File: config.mk
export PLATFORM = sky130hd
export DESIGN_NAME = uart_frame_tx
export DESIGN_NICKNAME = d
export VERILOG_FILES = /design/src/rtl/uart_frame_tx.sv
export SDC_FILE = /design/constraint.sdc
export NUM_CORES = 1
export LEC_CHECK = 0
export CAP_MARGIN = 30
export CORE_AREA = 2 2 121 76
export CTS_CLUSTER_SIZE = 28
export DETAILED_ROUTE_END_ITERATION = 10
export DIE_AREA = 0 0 123 78
export GPL_TIMING_DRIVEN = 0
export PLACE_DENSITY = 0.75
export SLEW_MARGIN = 30
export SYNTH_ARGS = -nofsm -noshare
export SYNTH_HDL_FRONTEND = slang
export SYNTH_SLANG_ARGS = --single-unit
File: constraint.sdc
create_clock -name clock -period 2.6 [get_ports clock]
set_clock_uncertainty 0.05 [all_clocks]
set_input_delay 0.39 -clock clock [delete_from_list [all_inputs] [get_ports clock]]
set_output_delay 0.39 -clock clock [all_outputs]
set_load 0.01 [all_outputs]
File: src/rtl/uart_frame_tx.sv
// uart_frame_tx: sends one command/address/data frame as back-to-back 8N1 characters.
// Optional trailing XOR checksum byte: define UART_FRAME_TX_CHECKSUM_EN.
module uart_frame_tx #(
    parameter int CLKS_PER_BIT = 868,
    parameter int ADDR_BYTES   = 2,
    parameter int DATA_BYTES   = 4,
    parameter bit MSB_FIRST    = 1'b1
) (
    input  logic                    clock,
    input  logic                    reset,
    input  logic                    i_valid,
    output logic                    o_ready,
    input  logic [7:0]              i_command,
    input  logic [8*ADDR_BYTES-1:0] i_address,
    input  logic [8*DATA_BYTES-1:0] i_data,
    output logic                    o_serial,
    output logic                    o_busy,
    output logic                    o_done
);

    localparam int PAY_BYTES = ADDR_BYTES + DATA_BYTES;
`ifdef UART_FRAME_TX_CHECKSUM_EN
    localparam int B = 2 + PAY_BYTES;
`else
    localparam int B = 1 + PAY_BYTES;
`endif
    localparam int CNT_W = $clog2(CLKS_PER_BIT);
    localparam int IDX_W = $clog2(B + 1);
    localparam logic [CNT_W-1:0] CNT_MAX  = CNT_W'(CLKS_PER_BIT - 1);
    localparam logic [IDX_W-1:0] IDX_LAST = IDX_W'(B);

    // LOAD has no state of its own: the byte select happens on the
    // STOP->START edge so no extra line cycle is spent between characters.
    typedef enum logic [2:0] {
        IDLE,
        START,
        DATA,
        STOP,
        DONE
    } state_t;

    state_t                 state;
    logic [CNT_W-1:0]       cnt;
    logic [2:0]             bit_idx;
    logic [IDX_W-1:0]       byte_idx;
    logic [7:0]             tx_byte;
    logic [8*PAY_BYTES-1:0] pay_sr;
    logic [8*PAY_BYTES-1:0] payload;
    logic [7:0]             next_byte;
    logic                   bit_end;
    logic                   more_bytes;

    assign bit_end    = (cnt == CNT_MAX);
    assign more_bytes = (byte_idx < IDX_LAST);

    // Reorder address and data into transmit order, lowest byte sent first.
    always_comb begin
        payload = '0;
        for (int k = 0; k < ADDR_BYTES; k++) begin
            if (MSB_FIRST)
                payload[8*k +: 8] = i_address[8*(ADDR_BYTES-1-k) +: 8];
            else
                payload[8*k +: 8] = i_address[8*k +: 8];
        end
        for (int k = 0; k < DATA_BYTES; k++) begin
            if (MSB_FIRST)
                payload[8*(ADDR_BYTES+k) +: 8] = i_data[8*(DATA_BYTES-1-k) +: 8];
            else
                payload[8*(ADDR_BYTES+k) +: 8] = i_data[8*k +: 8];
        end
    end

`ifdef UART_FRAME_TX_CHECKSUM_EN
    logic [7:0] csum;

    // Running XOR of every byte handed to the character shifter.
    always_ff @(posedge clock) begin
        if (reset)
            csum <= '0;
        else if (state == IDLE && i_valid)
            csum <= i_command;
        else if (state == STOP && bit_end && more_bytes)
            csum <= csum ^ next_byte;
    end

    assign next_byte = (byte_idx == IDX_W'(B - 1)) ? csum : pay_sr[7:0];
`else
    assign next_byte = pay_sr[7:0];
`endif

    // Frame FSM with registered line and handshake outputs.
    always_ff @(posedge clock) begin
        if (reset) begin
            state    <= IDLE;
            cnt      <= '0;
            bit_idx  <= '0;
            byte_idx <= '0;
            tx_byte  <= '0;
            pay_sr   <= '0;
            o_serial <= 1'b1;
            o_ready  <= 1'b1;
            o_busy   <= 1'b0;
            o_done   <= 1'b0;
        end else begin
            unique case (state)
                IDLE: begin
                    if (i_valid) begin
                        pay_sr   <= payload;
                        tx_byte  <= i_command;
                        byte_idx <= IDX_W'(1);
                        cnt      <= '0;
                        o_serial <= 1'b0;
                        o_ready  <= 1'b0;
                        o_busy   <= 1'b1;
                        state    <= START;
                    end
                end
                START: begin
                    if (bit_end) begin
                        cnt      <= '0;
                        bit_idx  <= '0;
                        o_serial <= tx_byte[0];
                        tx_byte  <= tx_byte >> 1;
                        state    <= DATA;
                    end else begin
                        cnt <= cnt + 1'b1;
                    end
                end
                DATA: begin
                    if (bit_end) begin
                        cnt <= '0;
                        if (bit_idx == 3'd7) begin
                            o_serial <= 1'b1;
                            state    <= STOP;
                        end else begin
                            bit_idx  <= bit_idx + 1'b1;
                            o_serial <= tx_byte[0];
                            tx_byte  <= tx_byte >> 1;
                        end
                    end else begin
                        cnt <= cnt + 1'b1;
                    end
                end
                STOP: begin
                    if (bit_end) begin
                        cnt <= '0;
                        if (more_bytes) begin
                            tx_byte  <= next_byte;
                            pay_sr   <= pay_sr >> 8;
                            byte_idx <= byte_idx + 1'b1;
                            o_serial <= 1'b0;
                            state    <= START;
                        end else begin
                            o_busy <= 1'b0;
                            o_done <= 1'b1;
                            state  <= DONE;
                        end
                    end else begin
                        cnt <= cnt + 1'b1;
                    end
                end
                DONE: begin
                    o_done  <= 1'b0;
                    o_ready <= 1'b1;
                    state   <= IDLE;
                end
                default: state <= IDLE;
            endcase
        end
    end

endmodule

==> flow_summary_export.csv, run 1 <==
group,metric,value,unit
die,core.rowCount,26,
placement,placed_cells_incl_taps,673,
setup_path,critPathSlowestCell,"sky130_fd_sc_hd__clkdlybuf4s50_1",
synthesis,ys_seq_area_frac,0.372,
drt,drt_iter0_markers,411,
timing,slew_viol_final,0,
run_status,outcome,"complete, no violations",
global_routing,grt_start_max_net_pins,13,
clock_tree,cts_max_level,3,
timing,slew_headroom,0.475,
power_and_ir_drop,fraction_of_power_spent_switching_nets,0.278,
clock_tree,library_cell_used_as_clock_root_buffer,"sky130_fd_sc_hd__clkbuf_16",
synthesis,synth.yosys.warnings,0,
power_and_ir_drop,p_leak,0.00208,uW
finish,drive_gt1_frac,0.128,
synthesis,mappedNetlistNets,562,
power_and_ir_drop,power_frac_clock,0.358,
clock_tree,path_clk_slew,0.06,ns
clock_tree,cts-resized-gates,0,
power_and_ir_drop,share_comb_of_total_power,0.251,
timing,worst_hold_slack,0.429,ns
drt,wl_per_cell,15.9,um
synthesis,post_synth_inst_count,499,
power_and_ir_drop,vdd_ir_drop_max,0.358,mV
timing,setup_repair_after_global_routing_missed_its_margin,"false",
global_routing,first_global_vias,3639,
placement,dp_hpwl,8150,um
synthesis,postSynthAreaPerCell,8.51,sq um
die,die_area,9590,sq um
power_and_ir_drop,p_int,2690,uW
setup_path,critical_path.endpoint_type,"flop",
timing,setup-tns-final,0,ns
setup_path,number_of_buffers_and_inverters_on_the_critical_path,4,
setup_path,cp_data_arrival_time,2.43,ns
setup_path,startpoint_type,"primary input",
setup_path,worst_ep_required_time,2.82,ns
clock_tree,tritoncts.num_buffers,9,
finish,layout.nets,635,
flow_run,maxCapViolCount,0,
power_and_ir_drop,seq_power_share,0.391,
power_and_ir_drop,switching_power,1040,uW
placement,routabilityCongestion,0.903,
synthesis,netlist_area,4250,sq um
timing,final_min_period_over_clock_period,0.852,
global_routing,grt_first_pass_wirelength,17800,um
finish,area.growth.synth_to_final,25.3,%
die,fp.coreArea,8390,sq um
setup_path,critical_path.cell_chain,"clkdlybuf4s50_1, buf_2, clkbuf_1, buf_1, a211oi_1, mux2i_1",
drt,drt_pre_antenna_iters,5,
drt,dr_total_vias,3903,
global_routing,globalRouteTotalUtil,0.238,
finish,postLayoutCoreUtil,0.634,
global_routing,grt_antenna_before_repair,0,
synthesis,synth.ff_latch_count,79,
clock_tree,clock_path_buffers,2,
setup_path,worst-setup-path-type,"primary input to flop",
setup_path,worst_path_dominant_cell_family,"buffers and inverters",
drt,drt-total-wl,11000,um
timing,setup_viol,0,
drt,avgViaCountPerCell,5.67,
synthesis,synth_enable_flop_cells,0,
synthesis,yosys_most_used_dff,"sky130_fd_sc_hd__dfxtp_1",
finish,stdcell_count,688,
clock_tree,tritoncts_num_sinks,79,
clock_tree,cts.repair_timing.setup_buffer_count,0,
die,num_io_pins,63,
global_routing,grt_overflow,0,
die,die_width,123,um
clock_tree,clk_latency,0.34,ns
drt,drtAntennaViolNets,0,
finish,insertedDiodeCount,0,
die,die_span_in_y,78,um
synthesis,yosys.cell_types.count,52,
clock_tree,count_of_hold_buffers_inserted_by_post_cts_repair,0,
timing,min_period,2.22,ns
timing,timing.fmax,451,MHz
placement,portBuffers,62,
clock_tree,tritoncts,"done",
die,effective_utilization_at_floorplan,0.506,
setup_path,cpPeakStageDelay,0.59,ns
finish,fillCellCount,744,
drt,drt_drc_violations_left,0,
timing,final_hold_fails,0,
timing,tightestPinTransition,0.786,ns
power_and_ir_drop,power_density,701,nW/um^2
setup_path,critical_path.max_fanout,10,
setup_path,rrSetupSlack,0.42,ns
synthesis,async_reset_ff_frac,0,
worst_hold_path,class_of_the_tightest_hold_or_removal_check,"flop to flop",
[power by group through the flow]
stage | registers [uW] | logic, uW | clock network, uW
5_1_grt | 1470 | 1020 | 1410
4_1_cts | 1450 | 925 | 1350
3_3_place_gp | 1470 | 898 | 0
3_5_place_dp | 1480 | 918 | 0
6_report | 1460 | 935 | 1330
2_1_floorplan | 1450 | 658 | 0
[worst paths after layout]
path | end | depth (start not counted) | startpoint
setup reg to reg | pay_sr[22]$_SDFFE_PP0P_ | 7 | cnt[0]$_SDFFE_PP0P_
setup / recovery | o_serial$_SDFFE_PP1P_ | 6 | reset
hold / removal | pay_sr[41]$_SDFFE_PP0P_ | 1 | pay_sr[41]$_SDFFE_PP0P_
hold reg to reg | pay_sr[41]$_SDFFE_PP0P_ | 1 | pay_sr[41]$_SDFFE_PP0P_
[flip-flops by register name (all words and copies together), names as in the netlist, 3 cells and up]
| signal | cells |
|---|---|
| bit_idx | 3 |
| cnt | 10 |
| tx_byte | 8 |
| state | 3 |
| byte_idx | 3 |
| pay_sr | 48 |
[cell usage after synthesis (all sizes together) (3+ instances only)]
master,n,share of area
nor4b,3,0.0097
nor2,14,0.012
nand2,92,0.081
a211o,6,0.012
xnor2,6,0.012
inv,4,0.0035
buf,15,0.026
ha,4,0.012
a21oi,61,0.075
nor2b,49,0.072
dfxtp,79,0.37
clkbuf,24,0.022
nand3,6,0.0071
mux2i,9,0.021
a22o,8,0.017
o21ai,9,0.011
a211oi,5,0.012
a22oi,3,0.0053
mux2,48,0.13
nand4,4,0.0059
nor3,14,0.017
nor4,3,0.0044
[layer usage]
metal | wire, um | global-route usage | vias to the layer above | part of all wire
met5 | 0 | 0 | - | 0
met2 | 4600 | 0.345 | 153 | 0.42
met3 | 825 | 0.0544 | 11 | 0.075
met1 | 5420 | 0.353 | 1856 | 0.50
li1 | - | - | 1883 | -
met4 | 99 | 0.0568 | 0 | 0.0090
[through the flow]
stage	area (sq um)	setup slack (ns)	total power, uW
2_1_floorplan	4250	0.653	2110
3_3_place_gp	5010	0.0928	2370
3_5_place_dp	5010	0.0639	2400
4_1_cts	5320	0.413	3730
5_1_grt	5320	0.259	3890
6_report	5320	0.384	3730
[layout by cell type, fill, tap and decap left out, drive strengths merged, types with 3 or more instances in the layout]
cell            n
a22o            8
nor2b          49
o21ai           9
nand2          92
clkbuf         35
a21oi          61
a211o           6
a22oi           3
mux2i           9
nand3           6
xnor2           6
buf            15
inv             4
nor3           14
dfxtp          79
ha              4
nor2           14
nor4b           3
a211oi          5
nor4            3
clkdlybuf4s50  62
nand4           4
mux2           48
[logic make-up (layout without fill, tap and decap cells)]
family | after synthesis | in the layout | share of synthesized area
simple gates | 205 | 205 | 0.247
flops | 79 | 79 | 0.372
buf+inv | 43 | 120 | 0.0507
xor+xnor | 6 | 6 | 0.0124
mux | 57 | 57 | 0.148
fa+ha+maj | 4 | 4 | 0.0118
compound gates | 105 | 105 | 0.157
[area by class of cell]
| class | instances | area (sq um) | area share |
|---|---|---|---|
| Clock inverter | 4 | 70.1 | 0.0132 |
| Multi-Input combinational cell | 377 | 2450 | 0.460 |
| Tap cell | 112 | 140 | 0.0263 |
| Inverter | 4 | 15.0 | 0.00282 |
| Clock buffer | 11 | 243 | 0.0456 |
| Sequential cell | 79 | 1580 | 0.297 |
| Timing Repair Buffer | 62 | 621 | 0.117 |
| Buffer | 39 | 200 | 0.0376 |
No activity file was read; power rests on OpenSTA's default activity.
==> inputs of run 2 (changes only) <==
Settings changed: PLACE_DENSITY 0.75 to 0.76.
==> flow_summary_export.csv, run 2 (synthesis gave the netlist of run 1 again) <==
group,metric,value,unit
timing,setup_viol,0,
clock_tree,cts.repair_timing.setup_buffer_count,0,
power_and_ir_drop,power_density,685,nW/um^2
timing,slew_viol_final,0,
finish,final_design_area_no_fill,5300,sq um
timing,timing.fmax,450,MHz
power_and_ir_drop,p_leak,0.00207,uW
drt,drtAntennaViolNets,0,
setup_path,critical_path.endpoint_type,"flop",
clock_tree,cts-resized-gates,0,
drt,drt_pre_antenna_iters,5,
setup_path,cp_data_arrival_time,2.44,ns
die,die_area,9590,sq um
finish,regMostFlops,"pay_sr",
placement,routabilityCongestion,0.909,
setup_path,critPathSlowestCell,"sky130_fd_sc_hd__clkdlybuf4s50_1",
die,num_io_pins,63,
timing,min_period,2.22,ns
clock_tree,tritoncts.num_buffers,9,
finish,reg.largest.list,"pay_sr (48), cnt (10), tx_byte (8)",
drt,wl_per_cell,15.8,um
finish,layout.nets,635,
timing,final_min_period_over_clock_period,0.854,
die,die_span_in_y,78,um
global_routing,grt_antenna_before_repair,0,
die,effective_utilization_at_floorplan,0.506,
setup_path,crit_path_capture,"o_serial$_SDFFE_PP1P_",
timing,slew_headroom,0.501,
power_and_ir_drop,p_int,2600,uW
clock_tree,cts_max_level,3,
finish,largest_register_ff_count,48,
clock_tree,count_of_hold_buffers_inserted_by_post_cts_repair,0,
setup_path,critical_path.cell_chain,"clkdlybuf4s50_1, buf_2, clkbuf_1, buf_1, a211oi_1, mux2i_1",
finish,drive_gt1_frac,0.128,
drt,drt_iter0_markers,242,
drt,avgViaCountPerCell,5.58,
run_status,outcome,"complete, no violations",
power_and_ir_drop,switching_power,1030,uW
setup_path,cpPeakStageDelay,0.58,ns
clock_tree,tritoncts_num_sinks,79,
timing,final_hold_fails,0,
placement,portBuffers,62,
die,die_width,123,um
setup_path,worst_ep_required_time,2.81,ns
global_routing,grt_first_pass_wirelength,17800,um
power_and_ir_drop,fraction_of_power_spent_switching_nets,0.284,
finish,area.growth.synth_to_final,24.8,%
drt,dr_total_vias,3844,
die,fp.coreArea,8390,sq um
drt,drt-total-wl,10900,um
power_and_ir_drop,share_comb_of_total_power,0.257,
clock_tree,clock_path_buffers,2,
finish,final_common_cell,"sky130_fd_sc_hd__nand2_1",
setup_path,rrSetupSlack,0.39,ns
placement,placed_area,5010,sq um
timing,tightestPinTransition,0.747,ns
global_routing,globalRouteTotalUtil,0.239,
finish,most-common-layout-cells,"sky130_fd_sc_hd__nand2_1, sky130_fd_sc_hd__dfxtp_1, sky130_fd_sc_hd__clkdlybuf4s50_1, sky130_fd_sc_hd__a21oi_1, sky130_fd_sc_hd__nor2b_1",
setup_path,worst-setup-path-type,"primary input to flop",
finish,insertedDiodeCount,0,
clock_tree,library_cell_used_as_clock_root_buffer,"sky130_fd_sc_hd__clkbuf_16",
placement,dp_hpwl,8070,um
global_routing,grt_overflow,0,
setup_path,critical_path.max_fanout,10,
power_and_ir_drop,power_frac_clock,0.343,
clock_tree,clk_latency,0.34,ns
setup_path,reg2reg_depth,7,
global_routing,grt_start_max_net_pins,13,
global_routing,first_global_vias,3759,
setup_path,startpoint_type,"primary input",
clock_tree,tritoncts,"done",
power_and_ir_drop,vdd_ir_drop_max,0.375,mV
timing,setup-tns-final,0,ns
setup_path,rr_startpoint,"cnt[0]$_SDFFE_PP0P_",
flow_run,maxCapViolCount,0,
power_and_ir_drop,seq_power_share,0.401,
clock_tree,path_clk_slew,0.06,ns
die,core.rowCount,26,
setup_path,capture_instance_of_the_worst_register_to_register_path,"pay_sr[22]$_SDFFE_PP0P_",
setup_path,crit_start,"reset",
timing,setup_repair_after_global_routing_missed_its_margin,"false",
drt,drt_drc_violations_left,0,
worst_hold_path,class_of_the_tightest_hold_or_removal_check,"flop to flop",
==> run 2: per-layer routing <==
metal  vias up  track usage  routed length, um
li1       1897            -                  -
met1      1799        0.342               5410
met2       131        0.341               4520
met3        17       0.0669                775
met4         0       0.0818                160
met5         -            0                  0
==> run 2: per-stage QoR <==
stage / power, uW / setup slack, ns / hold WS (ns) / cells / utilization
2_1_floorplan: 2110 / 0.653 / 0.399 / 499 / -
3_3_place_gp: 2370 / 0.0719 / 0.415 / 673 / 0.597
3_5_place_dp: 2390 / 0.100 / 0.419 / 673 / 0.597
4_1_cts: 3650 / 0.390 / 0.433 / 689 / 0.631
5_1_grt: 3810 / 0.313 / 0.464 / 689 / 0.631
6_report: 3630 / 0.378 / 0.432 / 689 / 0.631
==> run 2: power groups by stage <==
stage	clock network, uW	registers [uW]	logic (uW)
floorplan	0	1450	658
global placement	0	1470	897
detailed placement	0	1480	917
CTS	1270	1450	924
global route	1320	1470	1020
finish	1240	1450	931
==> run 2: area by class of cell <==
type                    instances  area [sq um]
clock inverters                 4          45.0
fillers                       688          3090
repair buffers                 62           621
inverters                       4          15.0
flip-flops and latches         79          1580
multi-input cells             377          2450
plain buffers                  39           200
clock buffers                  12           246
well taps                     112           140
==> run 2: worst min-delay path by stage <==
stage,startpoint,end,slack [ns],cells after the start
4_1_cts,pay_sr[46]$_SDFFE_PP0P_,pay_sr[46]$_SDFFE_PP0P_,0.43,1
3_5_place_dp,pay_sr[46]$_SDFFE_PP0P_,pay_sr[46]$_SDFFE_PP0P_,0.42,1
2_1_floorplan,pay_sr[40]$_SDFFE_PP0P_,pay_sr[40]$_SDFFE_PP0P_,0.40,1
6_report,pay_sr[46]$_SDFFE_PP0P_,pay_sr[46]$_SDFFE_PP0P_,0.43,1
5_1_grt,bit_idx[1]$_SDFFE_PP0P_,bit_idx[1]$_SDFFE_PP0P_,0.46,2
3_3_place_gp,bit_idx[2]$_SDFFE_PP0P_,bit_idx[2]$_SDFFE_PP0P_,0.41,2
==> run 2: worst max-delay path: cells and delay by family <==
kind            cells  cell delay, ns
buf+inv             4            1.82
mux                 1            0.14
compound gates      1            0.08
